`config.mk`:
```
export PLATFORM = sky130hd
export DESIGN_NAME = booth_mult_seq
export DESIGN_NICKNAME = d
export VERILOG_FILES = /design/src/rtl/booth_mult_seq_pkg.sv /design/src/rtl/booth_mult_seq_step.sv /design/src/rtl/booth_mult_seq.sv
export SDC_FILE = /design/constraint.sdc
export NUM_CORES = 1
export LEC_CHECK = 0
export CAP_MARGIN = 20
export CORE_UTILIZATION = 50
export DETAILED_ROUTE_END_ITERATION = 10
export PLACE_DENSITY_LB_ADDON = 0.2
export SLEW_MARGIN = 10
export SYNTH_ARGS = -nofsm -noshare
export SYNTH_HDL_FRONTEND = slang
export SYNTH_HIERARCHICAL = 1
export SYNTH_SLANG_ARGS = --single-unit
```
`constraint.sdc`:
```
create_clock -name clk -period 2.6 [get_ports clk]
set_input_delay 0.65 -clock clk [delete_from_list [all_inputs] [get_ports clk]]
set_output_delay 0.65 -clock clk [all_outputs]
set_load 0.05 [all_outputs]
```
`src/rtl/booth_mult_seq_pkg.sv`:
```
`default_nettype none
// ============================================================================
//  Module   : booth_mult_seq_pkg
//  Purpose  : Shared types and constants for the sequential Booth multiplier.
//             - state_e   : FSM state encoding (IDLE / BUSY / DONE)
//             - cnt_width : step-counter width for a given operand width
//  Revision : 1.0  initial release
// ============================================================================
package booth_mult_seq_pkg;

  typedef enum logic [1:0] {
    ST_IDLE = 2'd0,
    ST_BUSY = 2'd1,
    ST_DONE = 2'd2
  } state_e;

  // One extra bit so the counter can represent WIDTH itself.
  function automatic int cnt_width(input int w);
    return $clog2(w) + 1;
  endfunction

endpackage
`default_nettype wire

```
`src/rtl/booth_mult_seq_step.sv`:
```
`default_nettype none
// ============================================================================
//  Module   : booth_step
//  Purpose  : One combinational radix-2 Booth iteration: add/subtract the
//             multiplicand according to {Q[0],q_1}, then arithmetic right
//             shift of {A,Q,q_1} by one bit.
//  Ports    : a_i  [WIDTH:0]   partial product accumulator A
//             q_i  [WIDTH-1:0] multiplier / low product bits Q
//             q1_i             previous LSB of Q
//             m_i  [WIDTH:0]   sign-extended multiplicand M
//             a_o, q_o, q1_o   updated A, Q, q_1
//  Revision : 1.0  initial release
// ============================================================================
module booth_step #(
  parameter int WIDTH = 8
) (
  input  logic [WIDTH:0]   a_i,
  input  logic [WIDTH-1:0] q_i,
  input  logic             q1_i,
  input  logic [WIDTH:0]   m_i,
  output logic [WIDTH:0]   a_o,
  output logic [WIDTH-1:0] q_o,
  output logic             q1_o
);

  logic [WIDTH:0] w_sum;

  always_comb begin
    unique case ({q_i[0], q1_i})
      2'b01:   w_sum = a_i + m_i;
      2'b10:   w_sum = a_i - m_i;
      default: w_sum = a_i;
    endcase
  end

  // Arithmetic shift: A's sign bit is replicated, A's LSB moves into Q.
  assign a_o  = {w_sum[WIDTH], w_sum[WIDTH:1]};
  assign q_o  = {w_sum[0], q_i[WIDTH-1:1]};
  assign q1_o = q_i[0];

endmodule
`default_nettype wire

```
`src/rtl/booth_mult_seq.sv`:
```
`default_nettype none
// ============================================================================
//  Module   : booth_mult_seq
//  Purpose  : Sequential radix-2 Booth multiplier for signed operands with a
//             start/done handshake. One Booth step per clock; the product is
//             registered on r with done=1 and held until the next accept.
//  Ports    : clk    rising-edge clock
//             reset  synchronous active-high reset
//             start  request, accepted in IDLE or DONE
//             a, b   signed multiplicand / multiplier, sampled on accept
//             r      signed product a*b (2*WIDTH bits), valid while done=1
//             done   result valid / ready
//  Revision : 1.0  initial release
// ============================================================================
module booth_mult_seq
  import booth_mult_seq_pkg::*;
#(
  parameter int WIDTH = 8
) (
  input  logic               clk,
  input  logic               reset,
  input  logic               start,
  input  logic [WIDTH-1:0]   a,
  input  logic [WIDTH-1:0]   b,
  output logic [2*WIDTH-1:0] r,
  output logic               done
);

  localparam int                 CNT_W     = cnt_width(WIDTH);
  localparam logic [CNT_W-1:0]   LAST_STEP = CNT_W'(WIDTH - 1);

  state_e             state_q, state_d;
  logic [WIDTH:0]     m_q, m_d;
  logic [WIDTH:0]     acc_q, acc_d;
  logic [WIDTH-1:0]   mq_q, mq_d;
  logic               q1_q, q1_d;
  logic [CNT_W-1:0]   cnt_q, cnt_d;
  logic [2*WIDTH-1:0] r_q, r_d;
  logic               done_q, done_d;

  logic [WIDTH:0]     acc_n;
  logic [WIDTH-1:0]   mq_n;
  logic               q1_n;

  booth_step #(.WIDTH(WIDTH)) u_step (
    .a_i  (acc_q),
    .q_i  (mq_q),
    .q1_i (q1_q),
    .m_i  (m_q),
    .a_o  (acc_n),
    .q_o  (mq_n),
    .q1_o (q1_n)
  );

  always_ff @(posedge clk) begin
    if (reset) begin
      state_q <= ST_IDLE;
      m_q     <= '0;
      acc_q   <= '0;
      mq_q    <= '0;
      q1_q    <= 1'b0;
      cnt_q   <= '0;
      r_q     <= '0;
      done_q  <= 1'b0;
    end else begin
      state_q <= state_d;
      m_q     <= m_d;
      acc_q   <= acc_d;
      mq_q    <= mq_d;
      q1_q    <= q1_d;
      cnt_q   <= cnt_d;
      r_q     <= r_d;
      done_q  <= done_d;
    end
  end

  always_comb begin
    state_d = state_q;
    m_d     = m_q;
    acc_d   = acc_q;
    mq_d    = mq_q;
    q1_d    = q1_q;
    cnt_d   = cnt_q;
    r_d     = r_q;
    done_d  = done_q;

    unique case (state_q)
      ST_IDLE, ST_DONE: begin
        if (start) begin
          // Extra sign bit on M/A keeps -2^(WIDTH-1) operands from overflowing.
          m_d     = {a[WIDTH-1], a};
          acc_d   = '0;
          mq_d    = b;
          q1_d    = 1'b0;
          cnt_d   = '0;
          done_d  = 1'b0;
          state_d = ST_BUSY;
        end
      end
      ST_BUSY: begin
        acc_d = acc_n;
        mq_d  = mq_n;
        q1_d  = q1_n;
        cnt_d = cnt_q + CNT_W'(1);
        if (cnt_q == LAST_STEP) begin
          r_d     = {acc_n[WIDTH-1:0], mq_n};
          done_d  = 1'b1;
          state_d = ST_DONE;
        end
      end
      default: state_d = ST_IDLE;
    endcase
  end

  assign r    = r_q;
  assign done = done_q;

endmodule
`default_nettype wire
```
After elaboration in Yosys (flattened, before gate mapping)
Cells that the tools add are included.
{ "totals": {"ff_bits": 49, "in_bits": 19, "output_inout_bits": 17, "elab_cells": 40} }
{ "classes": {"addsub": 3, "eq_ne": 7, "muxes": 14, "reduce_logical": 8} }
{ "ops": {"columns": ["operator", "count"], "rows": [
  ["one-hot mux 9 bit (2 select lines)", 2],
  ["one-hot mux 8 bit (2 select lines)", 1],
  ["adder 9 bit", 1],
  ["two-way mux 9 bit", 1],
  ["subtractor 9 bit", 1],
  ["two-way mux 8 bit", 1],
  ["one-hot mux 4 bit (2 select lines)", 1],
  ["AND reduction 2 bit", 4],
  ["adder 4 x 1 -> 4 bit, second input constant", 1],
  ["== test 2 x 1 -> 1 bit, second input constant", 2],
  ["== test 2 bit, second input constant", 2],
  ["== test 4 x 3 -> 1 bit, second input constant", 1],
  ["two-way mux 2 bit", 2],
  ["two-way mux 4 bit", 1],
  ["inequality test 2 bit, second input constant", 2],
  ["one-hot mux 1 bit (2 select lines)", 2],
  ["one-hot mux 2 bit (2 select lines)", 1],
  ["AND reduction 3 bit", 1],
  ["logical NOT 2 bit", 1],
  ["two-way mux 1 bit", 2],
  ["nonzero test 2 bit", 1],
  ["OR reduction 2 bit", 1]
]} }

Longest topological paths before layout
Gate-level depths: netlist of run 1.
{ "depth": {"depth_word": 4, "mapped_depth": 14, "depth_no_buf": 12} }

Cells and area by module
Netlist of run 1, hierarchy kept.
{ "modules_own_cells": {"columns": ["mod", "instances", "cells_each", "area_each_um2", "seq_area_each_um2"], "rows": [
  ["booth_mult_seq", 1, 238, 2013.2, 980.9],
  ["booth_step", 1, 102, 734.5, 0.0]
]} }

Least setup slack after synthesis of run 1
Ideal clock, no wire load.
{ "synth_timing": {"kind": "register to register", "startpoint": "reg mq_q[0]", "endpoint": "reg acc_q[8]", "setup_ns": 0.070, "arrival_time_ns": 2.531, "required_time_ns": 2.530, "setup_slack_ns": -0.001, "path_stages_with_launch": 13, "path_buffers": 2, "synth_period_minus_slack_ns": 2.601, "cell_sequence": "dfxtp_1 ha_1 clkbuf_1 mux2i_1 fa_1 a211oi_2 o21ai_0 and4_1 nor3_2 xor2_1 buf_4 nand2_1 a21oi_1"} }
{ "synth_between": {"elab_chain_cells": 3, "elab_cells_between_ends": 4, "classes_between": "eq/ne: 2; mux: 2"} }
{ "synth_lines": {"columns": ["item", "line", "text"], "rows": [
  ["start, declared", "booth_mult_seq.sv:35", "logic [WIDTH-1:0] mq_q, mq_d;"],
  ["start signal, assigned", "booth_mult_seq.sv:69", "mq_q <= mq_d;"],
  ["== test 2 bit / == test 2 x 1 -> 1 bit (equally long branches)", "booth_mult_seq_step.sv:29", "unique case ({q_i[0], q1_i})"],
  ["one-hot mux 9 bit (2 select lines) *", "booth_mult_seq_step.sv:29", null],
  ["named net acc_n[7]", "booth_mult_seq.sv:41", "logic [WIDTH:0] acc_n;"],
  ["one-hot mux 9 bit (2 select lines) *", "booth_mult_seq.sv:87", "unique case (state_q)"],
  ["end signal, assigned", "booth_mult_seq.sv:59", "acc_q <= '0;"],
  ["end signal, assigned", "booth_mult_seq.sv:68", "acc_q <= acc_d;"],
  ["end, declared", "booth_mult_seq.sv:34", "logic [WIDTH:0] acc_q, acc_d;"]
]} }
The timed path passes the listed nets; every way through them passes the cells marked *.
A chain may end at the register's enable or synchronous reset.

Worst setup path after layout of run 1
{ "layout_timing": {"startpoint": "reg m_q[2]", "endpoint": "reg r_q[15] (netlist: r[15])"} }
{ "layout_between": {"elab_chain_cells": 2, "elab_cells_between_ends": 3, "classes_between": "add/sub: 2; mux: 1"} }
{ "layout_lines": {"columns": ["item", "line", "text"], "rows": [
  ["start, declared", "booth_mult_seq.sv:33", "logic [WIDTH:0] m_q, m_d;"],
  ["start signal, assigned", "booth_mult_seq.sv:67", "m_q <= m_d;"],
  ["subtractor 9 bit / adder 9 bit (equally long branches)", "booth_mult_seq_step.sv:31, booth_mult_seq_step.sv:30", null],
  ["one-hot mux 9 bit (2 select lines) *", "booth_mult_seq_step.sv:29", null],
  ["named net acc_n[7]", "booth_mult_seq.sv:41", null],
  ["end signal, assigned", "booth_mult_seq.sv:72", "r_q <= r_d;"],
  ["end, declared", "booth_mult_seq.sv:38", "logic [2*WIDTH-1:0] r_q, r_d;"]
]} }
Marked as above.

==> results.cfg, run 1 <==
[cells_and_area]
fin_nets = 403
post-route-util_pct = 65.4
finalNonFillerCells = 442
multi_input_area_sq_um = 1680
drive_above_1_share_pct = 17.5
n_antenna_cell = 0
layout.area.seq_sq_um = 983
fillers = 471
synthToLayoutAreaGrowth_pct = 23.8

[clock_network]
cts_root_buf = clkbuf_8
htreeDepth = 2
cts_buffers = 5
cts.path.max_buffers = 2
cts_tree = built
clk-insertion-delay-late_ns = 0.31
clk_pin_slew_ns = 0.10
cts.sinks = 49

[floorplanning]
die-area_sq_um = 5800
die_y_microns = 76.1
die_w_microns = 76.1
io_pins = 36
initial_core_util_pct = 52.8
core_area_sq_um = 5200
core.rowCount = 26

[job]
cap_violations = 0

[drt]
vias = 2391
wl_met2_microns = 2860
wire_per_inst_microns = 13.6
detail-route-antenna-nets = 0
drcViolationCount = 0
drtIter0Drc = 123
wl_met3_microns = 187
wl_met1_microns = 2910
drtPass1Iterations = 4
dr.max_layer_used = met4
via_per_inst = 5.41
totalWireLength_microns = 6010

[placement]
placedCellCount = 429
place_hpwl_microns = 4130
port_buffers = 35
place_congestion = 0.803

[setup_path]
r2r_end = r[15]
crit_path_start = m_q[2]
reg2reg_from = m_q[2]
worstSetupStartpointType = flop
critPathCapture = r[15]
r2r_cells = 11
required_ns = 2.84
crit_arrival_ns = 2.66
endpoint_kind = flop
crit_type = flop to flop
rrSetupSlack_ns = 0.18
worstPathMaxFanout = 5

[timing]
finalHoldViolations = 0
fin_crit_ns = 2.42
slew_viol_final = 0
tns_ns = 0
skew_ns = 0.0105
slew_headroom_pct = 56.6
max_freq_ghz = 0.413
whs_ns = 0.463
fin_crit_sh_pct = 93.1
worst_slew_pin_slew_ns = 0.652
setup_violations = 0

[power_and_ir_drop]
p_leak_nw = 1.25
power_density_nw_per_um2 = 543
total_power_w = 0.00185
ir_worst_vdd_mv = 0.318

[synth]
synth_cell_types = 46
synth_fp_nets = 371
synthFlopType = dfxtp_1
synth_seq_cells = 49
netlist_area_sq_um = 2750
yosys_warnings = 6
async_flop_share_pct = 0
synth_edf_count = 0
ys_seq_area_share_pct = 35.7
netlist_instances = 340
synth.avg_cell_area_sq_um = 8.08

[min_path]
hp-class = flop to flop
holdCritStartpoint = done

[global_route]
grt_max_degree = 38
grt_pass1_wl_microns = 10000
grt_pass1_vias = 2181
grt_usage_pct = 21.0
gr-total-overflow = 0
antenna_found_initial = 0

[run_status]
status = completed
-- synth_stat cells (2+ instances only) --
master	n	area (sq um)
nand2_1	35	131
ha_1	11	138
dfxtp_1	49	981
nor2b_1	21	131
buf_2	13	65.1
o21a_1	2	15.0
a211oi_1	2	15.0
buf_4	10	75.1
a21oi_1	36	180
mux2_2	2	22.5
nand3_1	20	100
nand2b_1	21	131
o21ai_0	29	145
a22oi_1	10	75.1
o211ai_1	2	15.0
nor3_1	4	20.0
nor4_1	2	12.5
o21ai_1	11	55.1
o31ai_1	2	15.0
o21bai_1	2	15.0
a31oi_1	2	12.5
xnor2_1	7	61.3
mux2i_1	2	20.0
xor2_1	3	26.3
inv_1	7	26.3
clkbuf_1	7	26.3
buf_6	2	22.5
nor2_1	8	30.0
-- cells in the final DEF, fill, tap and decap left out, types with 2 or more instances in the layout --
cell type and instances:
xnor2_1 6, nand2b_1 21, buf_4 23, nand2_1 35, nor4_2 2, nor2_1 7, a21oi_1 34, a21oi_2 2
o31ai_1 2, o21ai_0 26, a211oi_1 2, nand3_1 20, o21ai_1 11, dfxtp_2 2, o211ai_1 2, ha_4 2
nor2b_1 21, nor3_2 3, a22oi_1 9, o21ai_2 3, clkdlybuf4s50_1 34, ha_2 3, xor2_1 3, mux2_2 2
o21a_1 2, dfxtp_1 47, clkbuf_8 5, ha_1 6, inv_1 6
-- sequential cells by signal, indices dropped and copies added (netlist names) --
name     flops
state_q      2
mq_q         8
cnt_q        4
done         1
m_q          8
q1_q         1
acc_q        9
r           16
-- worst max-delay path, stage by stage (launching register included) --
cell,delay (ns)
dfxtp_1,0.34
nor3_4,0.30
a31oi_4,0.13
xnor2_2,0.15
ha_2,0.23
nor4_2,0.31
o21ai_2,0.10
and4_1,0.22
nor3_2,0.13
xor2_1,0.23
nand2b_1,0.08
o21ai_0,0.13
-- per-layer routing --
metal  global-route usage, %  up-vias
met5                       0        -
met4                    5.19        0
met3                    4.43        6
met1                    27.9     1105
li1                        -     1238
met2                    34.9       42
-- layout make-up --
type                            count  area share, %
Multi-Input combinational cell    251           49.4
Sequential cell                    49           28.9
Timing Repair Buffer               58           15.2
Tap cell                           70           2.57
Clock buffer                        5           2.02
Clock inverter                      2           1.14
Inverter                            7          0.772
-- kinds of logic after synthesis --
logic type	count (synthesis)	synth area share (%)
simple gates	121	23.8
buf+inv	40	7.97
mux	5	2.09
fa+ha+maj	12	5.74
flops	49	35.7
compound gates	103	21.5
xor+xnor	10	3.19
-- timing repair --
| action | in CTS | in global routing |
|---|---|---|
| hold endpoints to repair | 0 | 0 |
| pin swaps | 0 | 17 |
| setup endpoints to repair | 3 | 10 |
| hold buffers | 0 | 0 |
| setup buffers | 0 | 6 |
| gates resized for setup | 1 | 32 |
-- power by group --
group          leakage [nW]  switching [W]  internal, W
clock network        0.0546       0.000261     0.000285
logic                 0.793       0.000252     0.000248
registers             0.399      0.0000251     0.000775
total                  1.25       0.000538      0.00131
-- through the flow --
stage               area (sq um)  setup WS [ns]
finish                      3400          0.178
CTS                         3230         0.0118
floorplan                   2750         0.0702
global route                3400        -0.0260
global placement            3120        -0.0177
detailed placement          3120        -0.0178
-- how the worst min path moves through the flow --
stage                     to  slack [ns]  cells after the start
finish                  done        0.46                      2
global route            done        0.49                      2
CTS                     done        0.47                      2
detailed placement      done        0.45                      2
global placement        done        0.45                      2
floorplan           acc_q[0]        0.45                      2
(Power assumes the default switching activity.)
==> run 2, diff against run 1 <==
Settings changed: SLEW_MARGIN 10 to default.
==> results of run 2 <==
The final DEF is identical to that of run 1; final timing and power are the same.
==> run 3, diff against run 2 <==
Settings changed: CORE_MARGIN from default to 3.
==> results.cfg, run 3 (synthesized netlist as in run 1, its figures left out) <==
[setup_path]
rrSetupSlack_ns = 0.19
crit_slowest_cell = dfxtp_1
critPathMaxStageDelay_ns = 0.34
crit_arrival_ns = 2.65
cp_top_family = simple AND/OR/NAND/NOR gates
endpoint_kind = flop
crit_type = flop to flop
r2r_cells = 12
r2r_end = acc_q[8]
worstPathMaxFanout = 9
cp_num_buf_inv = 1
worstSetupStartpointType = flop
required_ns = 2.84
reg2reg_from = q1_q
path_cells = inv_1, ha_4, a31oi_1, xnor2_1, ha_2, nor4_2, o21ai_1, and4_1, nor3_2, xor2_1, nand2_1, a21oi_2

[cells_and_area]
post-route-util_pct = 64.0
fin_area_sq_um = 3330
multi_input_area_sq_um = 1650
layout.area.seq_sq_um = 986
n_antenna_cell = 0
largest_reg_flops = 16
fillers = 455
layout_common_cells = dfxtp_1, nand2_1, a21oi_1, clkdlybuf4s50_1, o21ai_0
fin_nets = 400
synthToLayoutAreaGrowth_pct = 21.2
layout_commonest_cell = dfxtp_1
drive_above_1_share_pct = 14.9

[global_route]
grt_max_degree = 38
grt_usage_pct = 19.9
grt_pass1_wl_microns = 10100
antenna_found_initial = 0
grt_pass1_vias = 2152
gr-total-overflow = 0

[placement]
place_hpwl_microns = 4340
dp_slack_ns = -0.0518
place_congestion = 0.879
port_buffers = 35
placed_cell_area_sq_um = 3120

[drt]
wl_met2_microns = 2870
wl_met3_microns = 208
wire_per_inst_microns = 13.8
detail-route-antenna-nets = 0
drtIter0Drc = 156
totalWireLength_microns = 6080
drcViolationCount = 0
dr.max_layer_used = met4
wl_met1_microns = 2960
vias = 2392
drtPass1Iterations = 5
via_per_inst = 5.44

[floorplanning]
core.rowCount = 26
die_w_microns = 80.1
die-area_sq_um = 6420
initial_core_util_pct = 52.8
core_area_sq_um = 5200
io_pins = 36
die_y_microns = 80.1

[run_status]
status = completed

[power_and_ir_drop]
power_density_nw_per_um2 = 512
total_power_w = 0.00170
p_leak_nw = 1.21
ir_worst_vdd_mv = 0.361

[timing]
fin_crit_ns = 2.41
fin_crit_sh_pct = 92.5
layout_setup_ws_ns = 0.194
finalHoldViolations = 0
setup_violations = 0
slew_headroom_pct = 57.9
worst_slew_pin_slew_ns = 0.631
slew_viol_final = 0
skew_ns = 0.00975
max_freq_ghz = 0.416

[clock_network]
cts_buffers = 5
htreeDepth = 2
cts.path.max_buffers = 2
clk_pin_slew_ns = 0.08
cts_root_buf = clkbuf_8
clk-insertion-delay-late_ns = 0.30
cts_tree = built
cts.sinks = 49

[min_path]
min_delay_worst_endpoint = done
hold_depth = 2
hp-class = flop to flop
holdCritStartpoint = done

[job]
cap_violations = 0
run 3: cell types whose count changed in the layout (fill, tap and decap cells not counted), moves of 2 or more:
cell / change
o21ai_2: -2
clkbuf_1: +2
buf_4: -3
o21ai_1: +3
nor3_2: -2
nor3_1: +2
run 3: power breakdown:
part	internal (W)	switching, W
registers	0.000774	0.0000243
logic	0.000227	0.000243
clock network	0.000191	0.000246
total	0.00119	0.000512
run 3: final cells by class:
cell class              count  share of cell area (%)
clock buffers               7                    2.29
well taps                  70                    2.63
inverters                   7                   0.789
clock inverters             1                   0.225
multi-input cells         251                    49.6
flip-flops and latches     49                    29.6
repair buffers             55                    14.9
run 3: repair_timing:
action / in CTS / in global routing
resized for setup: 3 / 26
hold buffers: 0 / 0
endpoints found under the setup margin: 3 / 6
buffers inserted: 0 / 2
pin swaps: 1 / 15
run 3: metrics by stage:
| step | hold WS (ns) | setup TNS (ns) | cells |
|---|---|---|---|
| 6_report | 0.463 | 0 | 440 |
| 5_1_grt | 0.490 | -0.0176 | 440 |
| 4_1_cts | 0.466 | 0 | 438 |
| 3_5_place_dp | 0.450 | -0.118 | 430 |
| 3_3_place_gp | 0.446 | -0.00129 | 430 |
| 2_1_floorplan | 0.448 | 0 | 340 |
run 3: per-layer routing:
metal  vias up  GRT usage (%)
met1      1115           26.6
met3         4           4.82
met4         0           5.07
met5         -              0
met2        45           32.1
li1       1228              -
run 3: worst max-delay path by stage:
stage,from,to,slack (ns),cells after the start
global route,m_q[3],r[15],-0.009,12
finish,q1_q,acc_q[8],0.19,12
global placement,m_q[3],acc_q[8],-0.001,11
floorplan,q1_q,acc_q[8],0.07,13
detailed placement,m_q[3],r[15],-0.05,11
CTS,m_q[1],r[15],0.03,12
run 3: worst register-to-register path: stages (launching register included):
cell and delay [ns]:
dfxtp_1 0.34, inv_1 0.07, ha_4 0.21, a31oi_1 0.19, xnor2_1 0.13, ha_2 0.23, nor4_2 0.25, o21ai_1 0.13
and4_1 0.22, nor3_2 0.12, xor2_1 0.25, nand2_1 0.10, a21oi_2 0.11
